<file path="config.mk">
export PLATFORM = sky130hd
export DESIGN_NAME = writeback_unit
export DESIGN_NICKNAME = d
export VERILOG_FILES = /design/src/rtl/wb_pkg.sv /design/src/rtl/writeback_unit_load_align.sv /design/src/rtl/writeback_unit.sv
export SDC_FILE = /design/constraint.sdc
export NUM_CORES = 1
export LEC_CHECK = 0
export BUFFER_PORTS_ARGS = -buffer_cell sky130_fd_sc_hd__buf_4
export CORE_MARGIN = 2
export CORE_UTILIZATION = 45
export CTS_BUF_LIST = sky130_fd_sc_hd__clkbuf_2 sky130_fd_sc_hd__clkbuf_4 sky130_fd_sc_hd__clkbuf_8
export DETAILED_ROUTE_END_ITERATION = 6
export PLACE_DENSITY = 0.89
export SYNTH_ARGS = -nofsm -noshare
export SYNTH_HDL_FRONTEND = slang
export SYNTH_SLANG_ARGS = --single-unit
</file>
<file path="constraint.sdc">
create_clock -name clk -period 4.6 [get_ports clk]
set_input_delay 0.69 -clock clk [delete_from_list [all_inputs] [get_ports clk]]
set_output_delay 0.69 -clock clk [all_outputs]
set_load 0.05 [all_outputs]
</file>
<file path="src/rtl/wb_pkg.sv">
// Shared definitions for the writeback stage: result-select encodings,
// load funct3 codes and the controller state encoding.
package wb_pkg;

  // Result select carried with each retiring instruction.
  typedef enum logic [1:0] {
    WB_ALU  = 2'b00,
    WB_LOAD = 2'b01,
    WB_PC4  = 2'b10,
    WB_RSVD = 2'b11
  } wb_sel_e;

  // RV32I load width/sign encodings.
  localparam logic [2:0] F3_LB  = 3'b000;
  localparam logic [2:0] F3_LH  = 3'b001;
  localparam logic [2:0] F3_LW  = 3'b010;
  localparam logic [2:0] F3_LBU = 3'b100;
  localparam logic [2:0] F3_LHU = 3'b101;

  // Writeback controller states.
  typedef enum logic [1:0] {
    S_IDLE,
    S_WAIT_MEM,
    S_COMMIT
  } state_e;

endpackage

</file>
<file path="src/rtl/writeback_unit_load_align.sv">
// load_align: combinational extraction and sign/zero extension of load data
// from a 32-bit memory word. Flags funct3 codes that are not loads.
// Build option WB_MISALIGN_TRAP_EN adds the misaligned output.
module load_align
  import wb_pkg::*;
(
  input  logic [31:0] word,
  input  logic [1:0]  a,
  input  logic [2:0]  funct3,
  output logic [31:0] data,
  output logic        illegal
`ifdef WB_MISALIGN_TRAP_EN
  ,
  output logic        misaligned
`endif
);

  logic [7:0]  byte_v;
  logic [15:0] half_v;

  // Pick the addressed byte and half; the half uses a[1] only.
  always_comb begin
    // NOTE: every always_comb output gets a default first so no path leaves it
    // unassigned, which would otherwise infer a latch.
    byte_v = word[7:0];
    case (a)
      2'd1:    byte_v = word[15:8];
      2'd2:    byte_v = word[23:16];
      2'd3:    byte_v = word[31:24];
      default: byte_v = word[7:0];
    endcase
    half_v = a[1] ? word[31:16] : word[15:0];
  end

  // Extend according to width/sign; anything not a load is illegal.
  always_comb begin
    data    = '0;
    illegal = 1'b0;
    case (funct3)
      F3_LB:   data = {{24{byte_v[7]}}, byte_v};
      F3_LBU:  data = {24'b0, byte_v};
      F3_LH:   data = {{16{half_v[15]}}, half_v};
      F3_LHU:  data = {16'b0, half_v};
      F3_LW:   data = word;
      default: illegal = 1'b1;
    endcase
  end

`ifdef WB_MISALIGN_TRAP_EN
  // Halves must be 2-byte aligned, words 4-byte aligned.
  always_comb begin
    misaligned = 1'b0;
    case (funct3)
      F3_LH, F3_LHU: misaligned = a[0];
      F3_LW:         misaligned = (a != 2'd0);
      default:       misaligned = 1'b0;
    endcase
  end
`endif

endmodule

</file>
<file path="src/rtl/writeback_unit.sv">
// writeback_unit: last stage of the RV32I core. Selects ALU result, PC+4 or
// aligned load data and drives the register-file write port for one cycle.
// Loads wait up to MEM_TIMEOUT cycles for the memory response.
// Build option WB_MISALIGN_TRAP_EN: trap misaligned LH/LHU/LW on a misalign
// pulse instead of writing.
module writeback_unit
  import wb_pkg::*;
#(
  parameter int MEM_TIMEOUT = 16  // must be >= 2
) (
  input  logic        clk,
  input  logic        rst,
  input  logic        in_valid,
  output logic        in_ready,
  input  logic [4:0]  in_rd,
  input  logic [1:0]  in_wb_sel,
  input  logic [31:0] in_alu_result,
  input  logic [31:0] in_pc_plus4,
  input  logic [2:0]  in_funct3,
  input  logic [31:0] mem_rdata,
  input  logic        mem_rvalid,
  output logic [31:0] d,
  output logic [4:0]  rd,
  output logic        we_d,
  output logic        busy,
  output logic        err
`ifdef WB_MISALIGN_TRAP_EN
  ,
  output logic        misalign
`endif
);

  localparam int               CNT_W    = $clog2(MEM_TIMEOUT) + 1;
  localparam logic [CNT_W-1:0] CNT_LAST = CNT_W'(MEM_TIMEOUT - 1);

  state_e           state_q, state_d;
  logic [CNT_W-1:0] cnt_q, cnt_d;

  // Operands a pending load still needs after the handshake.
  logic [4:0]       cap_rd_q, cap_rd_d;
  logic [1:0]       cap_addr_q, cap_addr_d;
  logic [2:0]       cap_f3_q, cap_f3_d;

  // Registered register-file write port and status pulses.
  logic [31:0]      wr_data_q, wr_data_d;
  logic [4:0]       wr_rd_q, wr_rd_d;
  logic             wr_en_q, wr_en_d;
  logic             err_q, err_d;
`ifdef WB_MISALIGN_TRAP_EN
  logic             mis_q, mis_d;
  logic             la_misaligned;
`endif

  logic [31:0]      la_data;
  logic             la_illegal;

  load_align u_load_align (
    .word    (mem_rdata),
    .a       (cap_addr_q),
    .funct3  (cap_f3_q),
    .data    (la_data),
    .illegal (la_illegal)
`ifdef WB_MISALIGN_TRAP_EN
    ,
    .misaligned (la_misaligned)
`endif
  );

  // Next-state and next-output logic for the writeback controller.
  always_comb begin
    state_d    = state_q;
    cnt_d      = cnt_q;
    cap_rd_d   = cap_rd_q;
    cap_addr_d = cap_addr_q;
    cap_f3_d   = cap_f3_q;
    wr_data_d  = wr_data_q;
    wr_rd_d    = wr_rd_q;
    wr_en_d    = 1'b0;
    err_d      = 1'b0;
`ifdef WB_MISALIGN_TRAP_EN
    mis_d      = 1'b0;
`endif

    case (state_q)
      S_IDLE: begin
        if (in_valid) begin
          cap_rd_d   = in_rd;
          cap_addr_d = in_alu_result[1:0];
          cap_f3_d   = in_funct3;
          case (wb_sel_e'(in_wb_sel))
            WB_LOAD: begin
              state_d = S_WAIT_MEM;
              cnt_d   = '0;
            end
            WB_ALU: begin
              state_d   = S_COMMIT;
              wr_data_d = in_alu_result;
              wr_rd_d   = in_rd;
              wr_en_d   = (in_rd != 5'd0);
            end
            WB_PC4: begin
              state_d   = S_COMMIT;
              wr_data_d = in_pc_plus4;
              wr_rd_d   = in_rd;
              wr_en_d   = (in_rd != 5'd0);
            end
            default: err_d = 1'b1;
          endcase
        end
      end

      S_WAIT_MEM: begin
        // A response in the final counted cycle still beats the timeout.
        if (mem_rvalid) begin
          if (la_illegal) begin
            err_d   = 1'b1;
            state_d = S_IDLE;
          end
`ifdef WB_MISALIGN_TRAP_EN
          else if (la_misaligned) begin
            mis_d   = 1'b1;
            state_d = S_IDLE;
          end
`endif
          else begin
            state_d   = S_COMMIT;
            wr_data_d = la_data;
            wr_rd_d   = cap_rd_q;
            wr_en_d   = (cap_rd_q != 5'd0);
          end
        end else if (cnt_q == CNT_LAST) begin
          err_d   = 1'b1;
          state_d = S_IDLE;
        end else begin
          cnt_d = cnt_q + CNT_W'(1);
        end
      end

      S_COMMIT: state_d = S_IDLE;

      default: state_d = S_IDLE;
    endcase
  end

  // State, captured operands and registered outputs, with synchronous reset.
  always_ff @(posedge clk) begin
    // NOTE: sequential state uses non-blocking assignments so every flop
    // samples values from before the edge regardless of statement order.
    if (rst) begin
      // NOTE: reset clears every register here, including the captured
      // operands, so no stale load state survives an abandoned transaction.
      state_q    <= S_IDLE;
      cnt_q      <= '0;
      cap_rd_q   <= '0;
      cap_addr_q <= '0;
      cap_f3_q   <= '0;
      wr_data_q  <= '0;
      wr_rd_q    <= '0;
      wr_en_q    <= 1'b0;
      err_q      <= 1'b0;
`ifdef WB_MISALIGN_TRAP_EN
      mis_q      <= 1'b0;
`endif
    end else begin
      state_q    <= state_d;
      cnt_q      <= cnt_d;
      cap_rd_q   <= cap_rd_d;
      cap_addr_q <= cap_addr_d;
      cap_f3_q   <= cap_f3_d;
      wr_data_q  <= wr_data_d;
      wr_rd_q    <= wr_rd_d;
      wr_en_q    <= wr_en_d;
      err_q      <= err_d;
`ifdef WB_MISALIGN_TRAP_EN
      mis_q      <= mis_d;
`endif
    end
  end

  assign in_ready = (state_q == S_IDLE);
  assign busy     = (state_q != S_IDLE);
  assign d        = wr_data_q;
  assign rd       = wr_rd_q;
  assign we_d     = wr_en_q;
  assign err      = err_q;
`ifdef WB_MISALIGN_TRAP_EN
  assign misalign = mis_q;
`endif

endmodule

</file>
After elaboration in Yosys (flattened, before gate mapping) --
Index checks and enable logic that the tools add are counted.
Word-level totals: bits in registers 56, bits in latches 0, memory bits (writable) 0, memory bits (read-only) 0, input port bits 110, output and inout port bits 41, logic and storage cells 81, memories 0
Operators by class: add/subtract/negate cells 1, multipliers 0, divide/modulo/power cells 0, magnitude comparators 0, equality and inequality tests 21, shifts and indexed selects 0, muxes and demuxes 35, bitwise gates (word level) 0, reduce and logical (&&, ||, !) cells 15
Operators with widths (number):
- $pmux 32 s5 | 1
- $pmux 32 s2 | 2
- $mux 32 | 3
- $mux 5 | 8
- $pmux 8 s3 | 1
- $pmux 5 s2 | 2
- $mux 16 | 1
- $reduce_and 5->1 | 3
- $ne 2x2->1 const B | 6
- $reduce_bool 5->1 | 2
- $mux 1 | 9
- $mux 2 | 4
- $pmux 2 s2 | 2
- $eq 2x1->1 const B | 3
- $eq 2x2->1 const B | 3
- $eq 3x3->1 const B | 2
- $add 5x1->5 const B | 1
- $eq 5x4->1 const B | 1
- $reduce_or 5->1 | 1
- $logic_not 2->1 | 2
- $pmux 1 s2 | 2
- $reduce_bool 2->1 | 2
- $eq 3x1->1 const B | 1
- $eq 3x2->1 const B | 1
- 9 further kinds | 9

Depth between registers and ports, before layout --
Gate-level depths: netlist of the first run.
depth in word-level cells 6, depth in mapped cells 9, depth with buffers taken out 8

By module --
A second synthesis of the first run with hierarchy kept.
Unflattened totals: cells, all modules 463, area, all modules 4107.7 um^2
Modules (own cells, without submodules):
- writeback_unit | times used 1, cells an instance 334, area each 3024.2 um^2, sequential area each 1121.1 um^2
- load_align | times used 1, cells an instance 129, area each 1083.5 um^2, sequential area each 0.0 um^2

Worst setup path before layout of the first run --
OpenSTA, ideal clock, no wires.
path kind register -> register, start point register state_q[1], end point register wr_en_q (netlist: we_d), setup time 0.086 ns, arrival 2.550 ns, required time 4.514 ns, setup slack 1.965 ns, cell stages (with the launch flop) 8, buffers on the path 2, period minus slack after synthesis 2.635 ns, path through dfxtp_1 buf_4 nor2_1 inv_1 nor3b_4 buf_2 o21ai_0 a211oi_1
Between the ends: word-level cells in the longest chain between the ends 2, elaborated cells between the ends (all ways) 3, classes of those cells eq/ne (1); mux (1); reduce/logical (1)
Ends and longest elaborated chain:
- from (decl) | line writeback_unit.sv:36 | state_e state_q, state_d;
- from (signal assigned) | line writeback_unit.sv:165 | state_q <= state_d;
- $logic_not 2->1
- via in_ready | line writeback_unit.sv:14 | output logic in_ready,
- $pmux 1 s2 | line writeback_unit.sv:84 | case (state_q)
- to (signal assigned) | line writeback_unit.sv:172 | wr_en_q <= wr_en_d;
- to (decl) | line writeback_unit.sv:47 | logic wr_en_q, wr_en_d;
The timed path passes the listed nets, and every way through them passes these cells. A chain may end at the register's enable or synchronous reset.

Worst setup path after layout of the first run --
start point register state_q[1], end point register wr_data_q[19] (netlist: d[19])
Between the ends: word-level cells in the longest chain between the ends 3, elaborated cells between the ends (all ways) 9, classes of those cells eq/ne (5); mux (1); reduce/logical (3)
Ends and longest elaborated chain:
- $eq 2x1->1 / $logic_not 2->1 (equally long branches) | line writeback_unit.sv:84
- $ne 2x2->1 (no line), or another cell as far along
- $reduce_and 5->1 (no line)
- to (signal assigned) | line writeback_unit.sv:170 | wr_data_q <= wr_data_d;
- to (decl) | line writeback_unit.sv:45 | logic [31:0] wr_data_q, wr_data_d;
Parallel ways exist; a longest one is shown, timed or not.

==> out/qor.log, run 1 <==
INFO  finish         diodes=0
INFO  sta            rsz0062_at_grt=false
INFO  logic_synthesis synth.lib_cells_used.distinct=49
INFO  finish         nNetsFinal=635
INFO  power          p_clk_frac=0.218
INFO  clock_network  holdBufCountCts=0
INFO  sta            final.setup_skew=0.00947ns
INFO  logic_synthesis synthesis.yosys.warnings=0
INFO  clock_network  tritoncts=built
INFO  sta            setup_violations=0
INFO  floorplanning  rows=31
INFO  sta            worst_slew_margin_rel=0.216
INFO  finish         area.growth.synth_to_final=34.6%
INFO  detailed_routing final_routed_wire_length_divided_by_cell_count=17.1um
INFO  sta            tightestPinTransition=1.18ns
INFO  finish         layout-drive-gt1-share=0.372
INFO  clock_network  cts_post_setup_buffers_inserted=0
INFO  logic_synthesis sequential_area_share_after_synthesis=0.328
INFO  critical_path  critical_path.top_delay_family=simple AND/OR/NAND/NOR gates
INFO  sta            hold_violations=0
INFO  power          power.static_leakage=2.03nW
INFO  clock_network  tritoncts.num_buffers=5
INFO  clock_network  clock_latency=0.31ns
INFO  detailed_routing final_antenna_net_count=0
INFO  critical_path  critPathMaxStageDelay=0.80ns
INFO  power          ir_drop=0.121mV
INFO  global_routing via_count_of_the_first_global_routing_pass=3520
INFO  sta            whs=0.465ns
INFO  floorplanning  start_util=0.469
INFO  power          power_density=280nW/um2
INFO  sta            final.min_clock_period=2.97ns
INFO  power          cell_internal_pwr=826uW
INFO  floorplanning  die-height=91.2um
INFO  floorplanning  top_level_ports=151
INFO  clock_network  cts_repair_resize_count=0
INFO  global_routing number_of_antenna_violations_at_the_first_check_in_global_routing=0
INFO  global_routing global_route.overflow_total=0
INFO  finish         final_design_area_no_fill=4600um2
INFO  worst_hold_path holdCritPathClass=reg2reg
INFO  global_routing grt_first_pass_wirelength=17000um
INFO  power          finalPower=1.29mW
INFO  detailed_routing drc_errors=0
INFO  sta            totalNegativeSetupSlack=0ns
INFO  logic_synthesis postSynthAreaPerCell=8.50um2
INFO  logic_synthesis synthesis.area=3420um2
INFO  clock_network  clock_edge_transition_at_the_registers_on_the_reported_setup_and_hold_paths=0.10ns
INFO  critical_path  crit_slowest_cell=sky130_fd_sc_hd__nor2_4
INFO  critical_path  setup.worst_path.start=state_q[1]$_SDFFE_PP0P_
INFO  power          p_sw=463uW
INFO  detailed_routing 1st_iter_drt_viols=227
INFO  logic_synthesis synth-seq-cells=56
INFO  critical_path  worstPathBufferInverterCount=0
INFO  power          combinationalPowerShare=0.351
INFO  detailed_routing detailroute.via_count=3646
INFO  detailed_routing final_routed_wirelength_across_all_metal_layers=10700um
INFO  detailed_routing detail_route.first_pass.iterations=5
INFO  floorplanning  standard_cell_core_area=7290um2
INFO  worst_hold_path worst_hold_startpoint=d[6]$_SDFFE_PP0P_
INFO  logic_synthesis syn_nets=514
INFO  power          switching_share=0.359
INFO  status         outcome=finished clean
INFO  clock_network  max-clock-path-buffers=2
INFO  placed_design  place_congestion=0.919
INFO  placed_design  port-buffer-count=150
INFO  placed_design  place.detailed.hpwl=8010um
INFO  sta            peak_clock_frequency_supported_by_timing=336MHz
INFO  detailed_routing detail_route.vias_per_cell=5.85
INFO  job            maxCapViolations=0
INFO  critical_path  worstSetupPathType=reg2reg
INFO  logic_synthesis synthCells=402
INFO  finish         fillCellCount=617
INFO  floorplanning  die_x=91.2um
INFO  critical_path  cp-end-kind=flop
INFO  critical_path  r2r_start=state_q[1]$_SDFFE_PP0P_
INFO  clock_network  ctsHtreeMaxLevel=2
INFO  placed_design  placed_area=4510um2
INFO  critical_path  path_max_fanout=47
INFO  critical_path  critical_path.startpoint_type=flop
INFO  critical_path  cp.required=4.81ns
INFO  critical_path  worst_ep_arrival_time=3.18ns
INFO  clock_network  numClockSinks=56
INFO  clock_network  ctsRootBufferMaster=sky130_fd_sc_hd__clkbuf_8
INFO  critical_path  critical_path.cell_chain=nand2b_1, a21oi_2, nor2_4, o31ai_2, o221a_2
INFO  sta            finalCritPeriodShare=0.646
INFO  sta            slew_viol_final=0
INFO  floorplanning  overall_die_area=8310um2
INFO  global_routing grt_max_degree=57
INFO  global_routing grt_use_total=0.247
INFO  power          register_share_of_total_power=0.431
-- flip-flops by register name (all words and copies together), names as in the netlist --
signal	flops
cap_addr_q	2
cap_f3_q	3
cap_rd_q	5
cnt_q	5
d	32
err	1
rd	5
state_q	2
we_d	1
-- cells in the mapped netlist (all sizes together) --
cell,n,area share
mux4,1,0.0066
o221ai,8,0.020
and2,2,0.0037
o21bai,1,0.0022
a222oi,1,0.0029
or2,2,0.0037
buf,24,0.041
a2bb2oi,1,0.0026
a21oi,31,0.046
nand2b,2,0.0037
or4,2,0.0044
nor3b,11,0.030
nor2,43,0.047
o211ai,1,0.0022
a311o,7,0.020
nor3,10,0.015
nand2,51,0.056
a21o,1,0.0022
o311ai,2,0.0051
clkbuf,13,0.014
o221a,17,0.056
and3,1,0.0018
a2111oi,4,0.010
dfxtp,56,0.33
a31oi,1,0.0018
or3b,1,0.0026
nor2b,4,0.0073
o31ai,1,0.0037
ha,2,0.0073
inv,3,0.0033
a22o,1,0.0026
a221oi,6,0.015
nand3,3,0.0044
a311oi,5,0.013
mux2i,46,0.13
o21ai,21,0.032
nand4,1,0.0018
mux2,6,0.020
a211oi,7,0.015
nand4b,1,0.0026
nor4b,1,0.0070
-- placed cells by master (no fill, tap or decap), drive strengths merged, types with 2 or more instances in the layout --
master / synthesis / routed
inv: 3 / 3
a2111oi: 4 / 4
a311oi: 5 / 5
mux2: 6 / 6
and2: 2 / 2
mux2i: 46 / 46
o221a: 17 / 17
o311ai: 2 / 2
dfxtp: 56 / 56
nor3b: 11 / 11
nand3: 3 / 3
clkbuf: 13 / 6
buf: 24 / 151
nand2: 51 / 51
a311o: 7 / 7
or4: 2 / 2
nor3: 10 / 10
a221oi: 6 / 6
o21ai: 21 / 21
o221ai: 8 / 8
nor2: 43 / 43
or2: 2 / 2
nor2b: 4 / 4
ha: 2 / 2
nand2b: 2 / 2
a211oi: 7 / 7
a21oi: 31 / 31
-- stage by stage --
step / worst slack [ns] / cells / utilization
2_1_floorplan: 1.96 / 402 / -
3_3_place_gp: 1.78 / 615 / 0.618
3_5_place_dp: 1.67 / 615 / 0.618
4_1_cts: 1.64 / 623 / 0.631
5_1_grt: 1.42 / 623 / 0.631
6_report: 1.63 / 623 / 0.631
-- logic make-up (layout without fill, tap and decap cells) --
logic type,Yosys count,in the layout,synth area share
AOI/OAI and AO/OA,116,116,0.254
DFF,56,56,0.328
adders and majority gates,2,2,0.00732
muxes,53,53,0.161
and+or+nand+nor,135,135,0.191
buffers and inverters,40,162,0.0582
-- layout make-up --
cell class | count | area (um2) | share of cell area
flip-flops and latches | 56 | 1120 | 0.244
repair buffers | 151 | 1130 | 0.246
clock buffers | 6 | 76.3 | 0.0166
multi-input cells | 306 | 2120 | 0.460
well taps | 99 | 124 | 0.0269
clock inverters | 2 | 16.3 | 0.00354
inverters | 3 | 11.3 | 0.00245
-- power groups by stage --
stage,Clock [mW],Sequential (mW),Combinational (mW)
after floorplan,0,0.654,0.198
after global placement,0,0.565,0.441
after detailed placement,0,0.567,0.450
after CTS,0.284,0.556,0.451
after global routing,0.308,0.561,0.478
final,0.281,0.556,0.452
-- path summary, 6_finish.rpt --
path,endpoint,slack [ns],depth (start not counted)
hold reg to reg,d[6]$_SDFFE_PP0P_,0.47,2
setup / recovery,d[19]$_SDFFE_PP0P_,1.63,5
hold / removal,d[6]$_SDFFE_PP0P_,0.47,2
setup reg to reg,d[19]$_SDFFE_PP0P_,1.63,5
-- worst min-delay path, cell delays in order (launching register included) --
cell	delay (ns)
sky130_fd_sc_hd__dfxtp_1	0.32
sky130_fd_sc_hd__nand2_1	0.05
sky130_fd_sc_hd__a21oi_1	0.05
-- metal layers --
metal,vias up,wire length (um),part of all wire,GRT usage
met5,-,0,0,0
met4,0,73,0.0068,0.0556
met3,10,991,0.093,0.0656
met2,180,5470,0.51,0.441
met1,1713,4150,0.39,0.297
li1,1743,-,-,-
Power figures use the tool's default switching activity.
==> run 2, diff against run 1 <==
Settings changed: ABC_AREA set to 1.
Clock period 4.6 ns to 2.4 ns, I/O delays scaled along.
==> out/qor.log, run 2 <==
INFO  finish         mostFrequentLayoutCells=sky130_fd_sc_hd__nand2_1 (287), sky130_fd_sc_hd__buf_4 (155), sky130_fd_sc_hd__a21oi_1 (82), sky130_fd_sc_hd__nor2_1 (75), sky130_fd_sc_hd__inv_1 (74)
INFO  status         outcome=finished clean
INFO  logic_synthesis syn_nets=813 [+58%]
INFO  critical_path  cp.required=2.65ns [-2.16 ns]
INFO  clock_network  clock_edge_transition_at_the_registers_on_the_reported_setup_and_hold_paths=0.10ns [about the same]
INFO  floorplanning  die_x=97.8um [+7.2%]
INFO  placed_design  port-buffer-count=150 [unchanged]
INFO  worst_hold_path holdCritPathClass=in2reg
INFO  placed_design  placed_area=5050um2 [+12%]
INFO  critical_path  timing.rr.end=d[5]$_SDFFE_PP0P_
INFO  sta            rsz0062_at_grt=false
INFO  sta            finalCritPeriodShare=0.813 [+0.167]
INFO  detailed_routing drc_errors=0 [unchanged]
INFO  critical_path  critical_path.top_delay_family=buffers and inverters
INFO  global_routing grt_use_total=0.247 [-0.000528]
INFO  job            maxCapViolations=0 [unchanged]
INFO  sta            slew_viol_final=0 [unchanged]
INFO  critical_path  path_max_fanout=64 [+36%]
INFO  critical_path  setup.worst_path.start=state_q[0]$_SDFFE_PP0P_
INFO  floorplanning  top_level_ports=151 [unchanged]
INFO  logic_synthesis synthCells=701 [+74%]
INFO  finish         largest_register_ffs=32 [unchanged]
INFO  logic_synthesis post-synth-top-area-cell=sky130_fd_sc_hd__dfxtp_1
INFO  critical_path  critPathMaxStageDelay=0.54ns [-0.26 ns]
INFO  detailed_routing final_antenna_net_count=0 [unchanged]
INFO  finish         layoutNonFillerInstCount=938 [+51%]
INFO  clock_network  clock_latency=0.32ns [about the same]
INFO  global_routing number_of_antenna_violations_at_the_first_check_in_global_routing=0 [unchanged]
INFO  logic_synthesis synth.top_cells.by_area=sky130_fd_sc_hd__dfxtp_1 (28%), sky130_fd_sc_hd__nand2_1 (27%), sky130_fd_sc_hd__a21oi_1 (10%), sky130_fd_sc_hd__nor2_1 (7.1%), sky130_fd_sc_hd__inv_1 (7.0%)
INFO  critical_path  crit_slowest_cell=sky130_fd_sc_hd__buf_4
INFO  placed_design  place_congestion=0.890 [-3.2%]
INFO  finish         nNetsFinal=941 [+48%]
INFO  detailed_routing 1st_iter_drt_viols=190 [-16%]
INFO  clock_network  tritoncts=built
INFO  power          power.static_leakage=2.74nW [+35%]
INFO  sta            peak_clock_frequency_supported_by_timing=513MHz [+52%]
INFO  logic_synthesis area_fraction_of_the_dominant_cell_type_after_synthesis=0.283 [-0.0445]
INFO  finish         layout-drive-gt1-share=0.235 [-0.137]
INFO  global_routing via_count_of_the_first_global_routing_pass=4267 [+21%]
INFO  finish         final_design_area_no_fill=5160um2 [+12%]
INFO  sta            whs=0.317ns [-0.148 ns]
INFO  floorplanning  rows=34 [+9.7%]
INFO  global_routing grt_max_degree=65 [+14%]
INFO  detailed_routing final_routed_wire_length_divided_by_cell_count=12.6um [-26%]
INFO  critical_path  r2r_start=state_q[0]$_SDFFE_PP0P_
INFO  power          finalPower=2.77mW [+120%]
INFO  sta            hold_violations=0 [unchanged]
INFO  detailed_routing detail_route.first_pass.iterations=5 [unchanged]
INFO  critical_path  worst-r2r-cell-count=9 [+4]
INFO  sta            final.setup_skew=0.00854ns [-0.000930 ns]
INFO  placed_design  dpl.cell_count=930 [+51%]
INFO  clock_network  tritoncts.num_buffers=5 [unchanged]
INFO  floorplanning  standard_cell_core_area=8640um2 [+18%]
INFO  critical_path  worstPathBufferInverterCount=3 [+3]
INFO  floorplanning  die-height=97.8um [+7.2%]
INFO  power          ir_drop=0.290mV [+140%]
INFO  clock_network  numClockSinks=56 [unchanged]
INFO  global_routing global_route.overflow_total=0 [unchanged]
INFO  clock_network  ctsRootBufferMaster=sky130_fd_sc_hd__clkbuf_8
INFO  detailed_routing detailroute.via_count=4604 [+26%]
INFO  logic_synthesis synth.lib_cells_used.distinct=30 [-39%]
INFO  logic_synthesis sequential_area_share_after_synthesis=0.283 [-0.0445]
INFO  logic_synthesis synth_edf_count=0 [unchanged]
INFO  placed_design  place.detailed.hpwl=9030um [+13%]
INFO  detailed_routing detail_route.vias_per_cell=4.91 [-16%]
INFO  clock_network  holdBufCountCts=0 [unchanged]
INFO  critical_path  critical_path.cell_chain=inv_2, nor2_4, buf_4, inv_2, nand2_1, a21oi_1, nor2_1, nand2_1, a21oi_2
INFO  logic_synthesis postSynthAreaPerCell=5.64um2 [-34%]
INFO  critical_path  worst_ep_arrival_time=2.20ns [-0.98 ns]
INFO  critical_path  cp-end-kind=flop
INFO  critical_path  cell_count_along_the_critical_path=9 [+4]
INFO  sta            final.min_clock_period=1.95ns [-1.02 ns]
INFO  power          power_density=537nW/um2 [+92%]
INFO  logic_synthesis synth_top_cells_by_count=sky130_fd_sc_hd__nand2_1 (287), sky130_fd_sc_hd__a21oi_1 (82), sky130_fd_sc_hd__nor2_1 (75), sky130_fd_sc_hd__inv_1 (74), sky130_fd_sc_hd__dfxtp_1 (56)
INFO  finish         layout_commonest_cell=sky130_fd_sc_hd__nand2_1
INFO  floorplanning  start_util=0.458 [-0.0108]
INFO  sta            tightestPinTransition=0.645ns [-0.530 ns]
INFO  logic_synthesis synth_async_sr_flop_share=0 [unchanged]
INFO  global_routing grt_first_pass_wirelength=19700um [+16%]
INFO  logic_synthesis synth_top_flop_cell=sky130_fd_sc_hd__dfxtp_1
INFO  critical_path  critical_path.startpoint_type=flop
INFO  floorplanning  overall_die_area=9560um2 [+15%]
INFO  sta            setup_violations=0 [unchanged]
INFO  critical_path  rrSetupSlack=0.45ns [-1.18 ns]
INFO  logic_synthesis synthesis.area=3960um2 [+16%]
INFO  critical_path  worstSetupPathType=reg2reg
INFO  logic_synthesis synthesis.yosys.warnings=0 [unchanged]
INFO  clock_network  cts_post_setup_buffers_inserted=0 [unchanged]
INFO  logic_synthesis synth-seq-cells=56 [unchanged]
INFO  clock_network  max-clock-path-buffers=2 [unchanged]
INFO  finish         diodes=0 [unchanged]
INFO  critical_path  cp-endpoint=d[5]$_SDFFE_PP0P_
INFO  sta            worst_slew_margin_rel=0.570 [+0.354]
INFO  clock_network  ctsHtreeMaxLevel=2 [unchanged]
INFO  logic_synthesis yosys.cell_count.top_type=sky130_fd_sc_hd__nand2_1
INFO  clock_network  cts_repair_resize_count=0 [unchanged]
INFO  finish         area.growth.synth_to_final=30.6%
INFO  detailed_routing final_routed_wirelength_across_all_metal_layers=11800um [+11%]
INFO  sta            totalNegativeSetupSlack=0ns [unchanged]
==> run 2: changes by cell type in the layout (fill, tap and decap cells not counted), sizes merged, moves of 7 or more <==
| cell | delta |
|---|---|
| o221a | -17 |
| nor3b | -10 |
| a21oi | +53 |
| o221ai | -8 |
| a211oi | -7 |
| a311o | -7 |
| nand2 | +241 |
| nand3 | +28 |
| mux2i | -46 |
| inv | +79 |
| nor2 | +42 |
==> run 2: how the worst min path moves through the flow <==
stage                     slack, ns             startpoint  cells after the start                  endpoint
after floorplan                0.44  cnt_q[3]$_SDFFE_PP0P_                      2     cnt_q[3]$_SDFFE_PP0P_
after global placement         0.45  cnt_q[3]$_SDFFE_PP0P_                      2     cnt_q[3]$_SDFFE_PP0P_
after detailed placement       0.46     rd[1]$_SDFFE_PP0P_                      2        rd[1]$_SDFFE_PP0P_
after CTS                      0.32               in_rd[1]                      3  cap_rd_q[1]$_SDFFE_PP0P_
after global routing           0.31               in_rd[1]                      3  cap_rd_q[1]$_SDFFE_PP0P_
final                          0.32               in_rd[1]                      3  cap_rd_q[1]$_SDFFE_PP0P_
==> run 2: where the power goes <==
group	total (mW)	switching, mW	leakage (nW)	internal, mW
registers	1.06	0.0511	0.461	1.01
clock network	0.632	0.310	0.0586	0.322
logic	1.08	0.689	2.22	0.390
==> run 2: layout make-up <==
type	count	area, um2
clock inverters	2	35.0
well taps	108	135
repair buffers	156	1180
multi-input cells	527	2300
fillers	852	3470
inverters	83	312
flip-flops and latches	56	1120
clock buffers	6	76.3
==> run 2: cells by family (layout without fill, tap and decap cells) <==
logic type,after synthesis,in the layout,share of synthesized area
and+or+nand+nor,415,415,0.432
buffers and inverters,118,247,0.136
AOI/OAI and AO/OA,110,110,0.142
DFF,56,56,0.283
adders and majority gates,2,2,0.00633
==> run 2: per-layer routing <==
layer / GRT usage / share of wire / vias up
li1: - / - / 2398
met1: 0.290 / 0.41 / 2025
met2: 0.435 / 0.49 / 159
met3: 0.0608 / 0.083 / 22
met4: 0.0940 / 0.022 / 0
met5: 0 / 0 / -
==> run 2: stage by stage <==
| stage | utilization | setup slack (ns) |
|---|---|---|
| 6_report | 0.598 | 0.449 |
| 5_1_grt | 0.598 | 0.248 |
| 4_1_cts | 0.598 | 0.470 |
| 3_5_place_dp | 0.585 | 0.483 |
| 3_3_place_gp | 0.585 | 0.568 |
| 2_1_floorplan | - | 0.738 |
==> run 2: tightest hold or removal path, cell delays in order <==
cell	delay [ns]
sky130_fd_sc_hd__buf_4	0.07
sky130_fd_sc_hd__inv_1	0.05
sky130_fd_sc_hd__a21oi_1	0.11
==> run 3, diff against run 2 <==
Settings changed: PLACE_DENSITY 0.89 to 0.86.
Clock period 2.4 ns to 1.8 ns, I/O delays scaled along.
==> out/qor.log, run 3 (synthesized netlist as in run 2, its figures left out) <==
INFO  finish         diodes=0 [unchanged]
INFO  detailed_routing detail_route.first_pass.iterations=5 [unchanged]
INFO  placed_design  detailedPlace.worstSlack=0.144ns [-0.338 ns]
INFO  clock_network  clock_edge_transition_at_the_registers_on_the_reported_setup_and_hold_paths=0.10ns [about the same]
INFO  finish         nNetsFinal=945 [+0.43%]
INFO  status         outcome=finished clean
INFO  global_routing via_count_of_the_first_global_routing_pass=4173 [-2.2%]
INFO  clock_network  holdBufCountCts=0 [unchanged]
INFO  finish         area.growth.synth_to_final=33.0%
INFO  global_routing grt_max_degree=65 [unchanged]
INFO  floorplanning  start_util=0.458 [unchanged]
INFO  sta            peak_clock_frequency_supported_by_timing=613MHz [+19%]
INFO  finish         area.sequential=1120um2 [+0.11%]
INFO  critical_path  timing.critical_path.mode_cell=sky130_fd_sc_hd__nand2_1
INFO  finish         layout_commonest_cell=sky130_fd_sc_hd__nand2_1
INFO  power          power_density=708nW/um2 [+32%]
INFO  finish         fillCellCount=824 [-3.3%]
INFO  detailed_routing detailroute.via_count=4581 [-0.50%]
INFO  power          finalPower=3.72mW [+34%]
INFO  clock_network  ctsRootBufferMaster=sky130_fd_sc_hd__clkbuf_8
INFO  finish         layout-drive-gt1-share=0.241 [+0.00607]
INFO  detailed_routing final_antenna_net_count=0 [unchanged]
INFO  power          power.static_leakage=2.78nW [+1.3%]
INFO  critical_path  worstPathBufferInverterCount=1 [-2]
INFO  placed_design  place.detailed.hpwl=8980um [-0.62%]
INFO  sta            setup_violations=0 [unchanged]
INFO  detailed_routing detail_route.vias_per_cell=4.86 [-0.92%]
INFO  sta            finalCritPeriodShare=0.907 [+0.0942]
INFO  sta            tightestPinTransition=0.382ns [-0.263 ns]
INFO  floorplanning  standard_cell_core_area=8640um2 [unchanged]
INFO  critical_path  critical_path.top_delay_family=simple AND/OR/NAND/NOR gates
INFO  clock_network  ctsHtreeMaxLevel=2 [unchanged]
INFO  clock_network  tritoncts=built
INFO  sta            rsz0062_at_grt=false
INFO  power          ir_drop=0.417mV [+44%]
INFO  worst_hold_path holdCritPathClass=in2reg
INFO  critical_path  critPathMaxStageDelay=0.34ns [-0.20 ns]
INFO  detailed_routing final_routed_wire_length_divided_by_cell_count=12.5um [-1.2%]
INFO  job            maxCapViolations=0 [unchanged]
INFO  critical_path  cp-end-kind=flop
INFO  critical_path  critical_path.cell_chain=ha_1, nand2_1, nor2_1, ha_1, nor2_2, nand2_1, nand2_1, nand2_2, inv_4, nand2_1, o21ai_0, nor2_1
INFO  critical_path  worst_ep_arrival_time=1.85ns [-0.35 ns]
INFO  clock_network  cts_repair_resize_count=0 [unchanged]
INFO  critical_path  cp.required=2.01ns [-0.64 ns]
INFO  finish         multi_input_area=2320um2 [+0.76%]
INFO  critical_path  crit_slowest_cell=sky130_fd_sc_hd__dfxtp_1
INFO  detailed_routing 1st_iter_drt_viols=216 [+14%]
INFO  floorplanning  rows=34 [unchanged]
INFO  detailed_routing final_routed_wirelength_across_all_metal_layers=11700um [-0.75%]
INFO  global_routing number_of_antenna_violations_at_the_first_check_in_global_routing=0 [unchanged]
INFO  sta            slew_viol_final=0 [unchanged]
INFO  critical_path  path_max_fanout=7 [-89%]
INFO  sta            hold_violations=0 [unchanged]
INFO  global_routing grt_first_pass_wirelength=19300um [-1.9%]
INFO  detailed_routing drc_errors=0 [unchanged]
INFO  sta            final.min_clock_period=1.63ns [-0.318 ns]
INFO  clock_network  clock_latency=0.32ns [about the same]
INFO  critical_path  rrSetupSlack=0.17ns [-0.28 ns]
INFO  floorplanning  overall_die_area=9560um2 [unchanged]
INFO  critical_path  critical_path.startpoint_type=flop
INFO  placed_design  port-buffer-count=150 [unchanged]
INFO  floorplanning  top_level_ports=151 [unchanged]
INFO  clock_network  max-clock-path-buffers=2 [unchanged]
INFO  critical_path  worstSetupPathType=reg2reg
INFO  placed_design  place_congestion=0.904 [+1.6%]
INFO  floorplanning  die-height=97.8um [unchanged]
INFO  sta            totalNegativeSetupSlack=0ns [unchanged]
INFO  global_routing global_route.overflow_total=0 [unchanged]
INFO  finish         mostFrequentLayoutCells=sky130_fd_sc_hd__nand2_1 (287), sky130_fd_sc_hd__buf_4 (156), sky130_fd_sc_hd__a21oi_1 (82), sky130_fd_sc_hd__inv_1 (74), sky130_fd_sc_hd__nor2_1 (74)
INFO  clock_network  tritoncts.num_buffers=5 [unchanged]
INFO  global_routing grt_use_total=0.244 [-0.00304]
INFO  finish         largest_register_ffs=32 [unchanged]
INFO  sta            worst_slew_margin_rel=0.745 [+0.175]
INFO  clock_network  numClockSinks=56 [unchanged]
INFO  clock_network  cts_post_setup_buffers_inserted=0 [unchanged]
INFO  floorplanning  die_x=97.8um [unchanged]
INFO  sta            final_setup_margin=0.167ns [-0.282 ns]
INFO  sta            final.setup_skew=0.00870ns [+0.000161 ns]
run 3: cell types whose count changed in the layout (fill, tap and decap cells not counted), sizes merged:
cell,before,now
buf,156,160
run 3: per-stage QoR:
step                      utilization  hold slack (ns)  instance area (um2)  std cells
after CTS                       0.606            0.230                 5230        942
after floorplan                     -            0.433                 3960        701
after detailed placement        0.593            0.456                 5120        934
after global placement          0.593            0.455                 5120        934
after global routing            0.609            0.263                 5260        942
final                           0.609            0.239                 5260        942
run 3: path summary, 6_finish.rpt:
check | endpoint | from | cells past startpoint
worst min register to register | rd[4]$_SDFFE_PP0P_ | rd[4]$_SDFFE_PP0P_ | 2
worst max register to register | cnt_q[4]$_SDFFE_PP0P_ | cnt_q[0]$_SDFFE_PP0P_ | 12
worst max-delay path | cnt_q[4]$_SDFFE_PP0P_ | cnt_q[0]$_SDFFE_PP0P_ | 12
worst min-delay path | cap_rd_q[3]$_SDFFE_PP0P_ | in_rd[3] | 3
run 3: layer usage:
| layer | track usage | routed length, um |
|---|---|---|
| met1 | 0.305 | 4930 |
| met2 | 0.430 | 5700 |
| met3 | 0.0580 | 937 |
| met4 | 0.0491 | 172 |
| met5 | 0 | 0 |
run 3: area by class of cell:
cell class | count | share of cell area
multi-input combinational | 527 | 0.441
timing repair buffer | 160 | 0.239
sequential | 56 | 0.213
inverter | 83 | 0.0597
tap | 108 | 0.0257
clock buffer | 6 | 0.0145
clock inverter | 2 | 0.00666
run 3: where the power goes:
part / leakage, nW / switching (mW) / internal [mW]
logic: 2.26 / 0.922 / 0.543
registers: 0.461 / 0.0676 / 1.35
clock network: 0.0586 / 0.416 / 0.429
total: 2.78 / 1.40 / 2.32
run 3: worst min-delay path: cells and delay by family:
family | cells | cell delay (ns)
buffers and inverters | 2 | 0.13
AO/OA/AOI/OAI | 1 | 0.11
